## src/rtl/acc_proc_pkg.sv

```systemverilog
// Shared definitions for the accumulator processor: opcodes, FSM states and
// instruction field helpers.
package acc_proc_pkg;

    localparam logic [2:0] OP_LOAD  = 3'b000;
    localparam logic [2:0] OP_STORE = 3'b001;
    localparam logic [2:0] OP_ADD   = 3'b010;
    localparam logic [2:0] OP_SUB   = 3'b011;
    localparam logic [2:0] OP_IN    = 3'b100;
    localparam logic [2:0] OP_JZ    = 3'b101;
    localparam logic [2:0] OP_JPOS  = 3'b110;
    localparam logic [2:0] OP_HALT  = 3'b111;

    typedef enum logic [2:0] {
        S_IDLE,
        S_FETCH,
        S_DECODE,
        S_EXEC,
        S_WB,
        S_HALTED
    } state_t;

    // Callers zero-extend the instruction word to 32 bits and pass their widths.
    function automatic logic [2:0] opcode_of(input logic [31:0] word, input int dw);
        return word[dw-1 -: 3];
    endfunction

    function automatic logic [31:0] operand_of(input logic [31:0] word, input int aw);
        return word & ((32'd1 << aw) - 32'd1);
    endfunction

endpackage

```

## src/rtl/acc_proc_core_ram_sp.sv

```systemverilog
// Single-port RAM, DW x 2^AW, synchronous write and one-cycle synchronous read.
module ram_sp #(
    parameter int DW = 8,
    parameter int AW = 5
) (
    input  logic          clk,
    input  logic          we,
    input  logic [AW-1:0] addr,
    input  logic [DW-1:0] wdata,
    output logic [DW-1:0] rdata
);

    logic [DW-1:0] mem [2**AW];

    always_ff @(posedge clk) begin
        if (we) mem[addr] <= wdata;
        rdata <= mem[addr];
    end

endmodule

```

## src/rtl/acc_proc_core.sv

```systemverilog
// Multi-cycle accumulator processor: PC, IR, accumulator, shared program/data
// RAM, valid/ready input, memory-mapped output strobe and program-load port.
module acc_proc_core
    import acc_proc_pkg::*;
#(
    parameter int DW = 8,
    parameter int AW = 5
) (
    input  logic          clk,
    input  logic          rst_n,
    input  logic          run,
    input  logic          prog_we,
    input  logic [AW-1:0] prog_addr,
    input  logic [DW-1:0] prog_data,
    input  logic [DW-1:0] in_data,
    input  logic          in_valid,
    output logic          in_ready,
    output logic [DW-1:0] out_data,
    output logic          out_valid,
    output logic [DW-1:0] acc,
    output logic          aeq0,
    output logic          apos,
    output logic          halted
);

    state_t        state, nxt;
    logic [AW-1:0] pc;
    logic [DW-1:0] ir;
    logic [2:0]    op;
    logic [AW-1:0] operand;
    logic          ram_we;
    logic [AW-1:0] ram_addr;
    logic [DW-1:0] ram_wdata;
    logic [DW-1:0] rdata;
    logic          prog_wr;

    assign op      = opcode_of(32'(ir), DW);
    assign operand = AW'(operand_of(32'(ir), AW));
    assign aeq0    = (acc == '0);
    assign apos    = ~acc[DW-1];
    assign halted  = (state == S_HALTED);
    // Loading is only possible while the FSM is not touching the RAM.
    assign prog_wr = prog_we && (state == S_IDLE || state == S_HALTED);

    ram_sp #(.DW(DW), .AW(AW)) u_ram (
        .clk   (clk),
        .we    (ram_we),
        .addr  (ram_addr),
        .wdata (ram_wdata),
        .rdata (rdata)
    );

    always_comb begin
        nxt       = state;
        ram_we    = 1'b0;
        ram_addr  = pc;
        ram_wdata = acc;
        in_ready  = 1'b0;
        case (state)
            S_IDLE:   if (run) nxt = S_FETCH;
            S_FETCH:  nxt = run ? S_DECODE : S_IDLE;
            S_DECODE: nxt = S_EXEC;
            S_EXEC: begin
                ram_addr = operand;
                case (op)
                    OP_LOAD, OP_ADD, OP_SUB: nxt = S_WB;
                    OP_STORE: begin
                        ram_we = 1'b1;
                        nxt    = S_FETCH;
                    end
                    OP_IN: begin
                        in_ready = 1'b1;
                        if (in_valid) nxt = S_FETCH;
                    end
                    OP_HALT: nxt = S_HALTED;
                    default: nxt = S_FETCH;
                endcase
            end
            S_WB:     nxt = S_FETCH;
            S_HALTED: if (!run) nxt = S_IDLE;
            default:  nxt = S_IDLE;
        endcase
        if (prog_wr) begin
            ram_we    = 1'b1;
            ram_addr  = prog_addr;
            ram_wdata = prog_data;
        end
    end

    always_ff @(posedge clk or negedge rst_n) begin
        if (!rst_n) begin
            state     <= S_IDLE;
            pc        <= '0;
            ir        <= '0;
            acc       <= '0;
            out_data  <= '0;
            out_valid <= 1'b0;
        end else begin
            state     <= nxt;
            out_valid <= 1'b0;
            case (state)
                S_DECODE: begin
                    ir <= rdata;
                    pc <= pc + AW'(1);
                end
                S_EXEC: begin
                    case (op)
                        OP_STORE: if (operand == '1) begin
                            out_data  <= acc;
                            out_valid <= 1'b1;
                        end
                        OP_IN:   if (in_valid) acc <= in_data;
                        OP_JZ:   if (acc == '0) pc <= operand;
                        OP_JPOS: if (!acc[DW-1]) pc <= operand;
                        default: ;
                    endcase
                end
                S_WB: begin
                    case (op)
                        OP_LOAD: acc <= rdata;
                        OP_ADD:  acc <= acc + rdata;
                        OP_SUB:  acc <= acc - rdata;
                        default: ;
                    endcase
                end
                S_HALTED: if (!run) pc <= '0;
                default: ;
            endcase
        end
    end

endmodule

```

## config.mk

```make
export PLATFORM = sky130hd
export DESIGN_NAME = acc_proc_core
export DESIGN_NICKNAME = d
export VERILOG_FILES = /design/src/rtl/acc_proc_pkg.sv /design/src/rtl/acc_proc_core_ram_sp.sv /design/src/rtl/acc_proc_core.sv
export SDC_FILE = /design/constraint.sdc
export NUM_CORES = 1
export LEC_CHECK = 0
export ABC_AREA = 1
export CAP_MARGIN = 10
export CORE_ASPECT_RATIO = 0.7
export CORE_UTILIZATION = 45
export CTS_CLUSTER_SIZE = 12
export DETAILED_ROUTE_END_ITERATION = 12
export PLACE_DENSITY = 0.72
export SLEW_MARGIN = 0
export SYNTH_ARGS = -nofsm -noshare
export SYNTH_HDL_FRONTEND = slang
export SYNTH_HIERARCHICAL = 1
export SYNTH_SLANG_ARGS = --single-unit
```

## constraint.sdc

```tcl
create_clock -name clk -period 6.5 [get_ports clk]
set_input_delay 0.65 -clock clk [delete_from_list [all_inputs] [get_ports clk]]
set_output_delay 0.65 -clock clk [all_outputs]
set_load 0.01 [all_outputs]
```

==> out/summary.txt <==
Main combinational cell family by area after synthesis: simple AND/OR/NAND/NOR gates
Cells after synthesis: 1,406
Clock root buffer: clkbuf_16
Grt ovf: 0
Final HPWL from detailed placement: 20.6 mm
Reg power frac: 0.343
DR iter-0 viols: 1,109
Top cell type's share of synthesized area: 0.572
Final #Nets: 1,480
Commonest cells after routing, fill and taps aside: nand2_1 (765), edfxtp_1 (256), nor2_1 (82), inv_1 (51), clkdlybuf4s50_1 (46)
Crit Path Max Fanout: 50
Post-cts sizing count: 0
Met2 routed WL: 13.7 mm
Core footprint: 0.0291 mm2
Global-route usage over all layers: 0.222
TNS Setup: 0 ns
Met1 wire length: 15.9 mm
Normalized max-slew margin: 0.256
WP buf/inv: 3
Fraction of synthesized area in multiplexers: 0
Synth cell types: 37
# H-tree levels: 1
Commonest non-fill, non-tap cell in the layout: nand2_1
Switching portion of total power: 0.447
Clock power frac: 0.191
Syn Std Cell Area: 0.0134 mm2
DR DRC count: 0
CP dominant cell by count: nor2_1
Top sig layer: met4
Min-Delay Path Class: reg -> reg
Crit path launch type: flip-flop
Starting Density: 0.461
Detail Route Antenna Nets: 0
Fin. max-slew vios: 0
Post-synth ARST share: 0.111
Die Height: 147 um
Drt pass-1 iters: 5
CTS buffer count: 29
CP max stage cell: nor2_1
Largest delay share family, worst path: simple AND/OR/NAND/NOR gates
Top post-synthesis cells by area: edfxtp_1 (57%), nand2_1 (21%), dfrtp_1 (6.1%), nor2_1 (2.3%), inv_1 (1.4%)
Status: finished clean
CTS tree: built
Buffers added on ports: 46
Crit path arrival time: 4.84 ns
ANT cells: 0
Internal power: 4.40 mW
Share of layout cells above drive strength 1: 0.0689
DR WL/cell: 18.1 um
Site Rows: 52
Routed met3 length: 3.02 mm
Crit Path Category: reg -> reg
Crit path depth: 11
Max_cap viols: 0
Post-synthesis net count: 1,442
Final setup viols: 0
Worst skew pair latency: 0.55 ns
Clk_skew: 0.0131 ns
Routed WL: 33.4 mm
Crit path cell chain: inv_1 > nor2_1 > nand2_1 > o21ai_0 > nand2_2 > nor2_1 > a31oi_4 > buf_4 > clkinv_2 > nand3_1 > nor2_1
Minimum clock period: 4.67 ns
Crit. End Element: flip-flop
Compound-Gate Fraction of Synth Area: 0.0342
Final Hold Fails: 0
Slew @ Worst Pin: 1.11 ns
Synthesis-stage register bit count: 297
IO Pins: 47
Area grow syn2layout: 11.9%
Clock sinks: 297
Postcts setup bufs: 0
Power density over the cells: 529 mW/mm2
Initial antenna violation count: 0
Tcrit/Tclk final: 0.718
Switch Pwr: 3.56 mW
Setup crit end: u_ram/mem[6][0]$_DFFE_PP_
First-pass GRT wire length: 52.2 mm
R2R cell count: 11
Placer Congestion: 0.891
Post-synth EDFFs: 256
Max Clk Rate: 214 MHz
Vias in the first global route: 9,239
RSZ-0062 raised after global routing: false
Reg2Reg Setup Slack: 1.83 ns
Largest net degree at the start of global routing: 94
Min-delay src: out_data[7]$_DFFE_PN0P_
Post-Synth XOR/XNOR Area: 0.00521
Die W: 209 um
Worst setup path start: state[0]$_DFFE_PN0P_
Leak pwr: 6.33 nW
Smallest hold slack: 0.481 ns
Ys flop type: edfxtp_1
Synth Area in Adders: 0.00986
Fillers: 2,577
Dpl cells: 1,791
Max Root-Sink Buffers: 3
Top cell type by total area after synthesis: edfxtp_1
Avg Vias per Cell: 5.30
Worst path max stage delay: 0.82 ns
Worst endpoint required time: 6.68 ns
Synth Area in Simple Gates: 0.263
Synth warn: 6
Die ar.: 0.0306 mm2
Clock transition at the registers of the reported paths: 0.06 ns
Gate power share: 0.466
CTS hold repair buffers: 0
FF-to-FF Start: state[0]$_DFFE_PN0P_
Syn Area/Cell: 9.56 um2
Non-Filler Instances: 1,844
Maximum vdd drop: 0.283 mV
Seq/Total Area, Yosys: 0.645
Worst R2R End: u_ram/mem[6][0]$_DFFE_PP_
Via count: 9,773
[sequential cells by signal (all words and copies together), names as in the netlist]
name         flops
pc               5
state            3
ir               8
out_data         8
u_ram/mem      256
acc              8
u_ram/rdata      8
out_valid        1
[logic make-up after synthesis]
group | count (synthesis)
AOI/OAI and AO/OA | 73
xor gates and xnor gates | 8
adders and majority gates | 10
buffers and inverters | 118
DFF | 297
and+or+nand+nor | 900
[power by group through the flow]
stage | Sequential [mW] | Combinational [mW] | Clock, mW
floorplan | 2.74 | 2.52 | 0
global placement | 2.76 | 3.59 | 0
detailed placement | 2.77 | 3.63 | 0
CTS | 2.73 | 3.65 | 1.54
global route | 2.74 | 4.12 | 1.62
finish | 2.73 | 3.71 | 1.52
[cell usage after synthesis (all sizes together) (9+ instances only)]
master and n:
a21oi 28, a31oi 9, buf 42, clkbuf 10, dfrtp 33, edfxtp 256
ha 9, inv 66, nand2 769, nand3 26, nor2 85, nor3 11
o21ai 30
[layout make-up]
type | count | area (um2) | share of cell area
Multi-Input combinational cell | 991 | 4260 | 0.283
Timing Repair Buffer | 59 | 558 | 0.0371
Sequential cell | 297 | 8670 | 0.577
Clock inverter | 3 | 13.8 | 0.000915
Tap cell | 378 | 473 | 0.0314
Clock buffer | 50 | 815 | 0.0541
Inverter | 66 | 249 | 0.0166
[how the worst min path moves through the flow]
stage,endpoint,slack (ns),cells after the start
after floorplan,acc[0]$_DFFE_PN0P_,0.35,0
after global placement,out_data[3]$_DFFE_PN0P_,0.47,2
after detailed placement,out_data[0]$_DFFE_PN0P_,0.47,2
after CTS,out_data[0]$_DFFE_PN0P_,0.48,2
after global routing,out_data[2]$_DFFE_PN0P_,0.51,2
final,out_data[7]$_DFFE_PN0P_,0.48,2
[worst min-delay path, stage by stage, from the launching register on]
cell,delay (ns)
dfrtp_1,0.34
nand2_1,0.06
o21ai_2,0.04
[per-stage QoR]
| stage | util | cell area (um2) | power, mW | setup WS (ns) |
|---|---|---|---|---|
| final | 0.516 | 15000 | 7.96 | 1.83 |
| after global routing | 0.516 | 15000 | 8.48 | 1.44 |
| after CTS | 0.516 | 15000 | 7.92 | 1.91 |
| after detailed placement | 0.488 | 14200 | 6.40 | 1.78 |
| after global placement | 0.488 | 14200 | 6.35 | 1.86 |
| after floorplan | - | 13400 | 5.26 | 3.68 |
[layer usage]
layer  up-vias  global-route usage
li1       4641                   -
met5         -                   0
met3        65              0.0417
met1      4618               0.356
met2       449               0.306
met4         0              0.0522
Note: power is estimated with default switching activity, not from simulation.
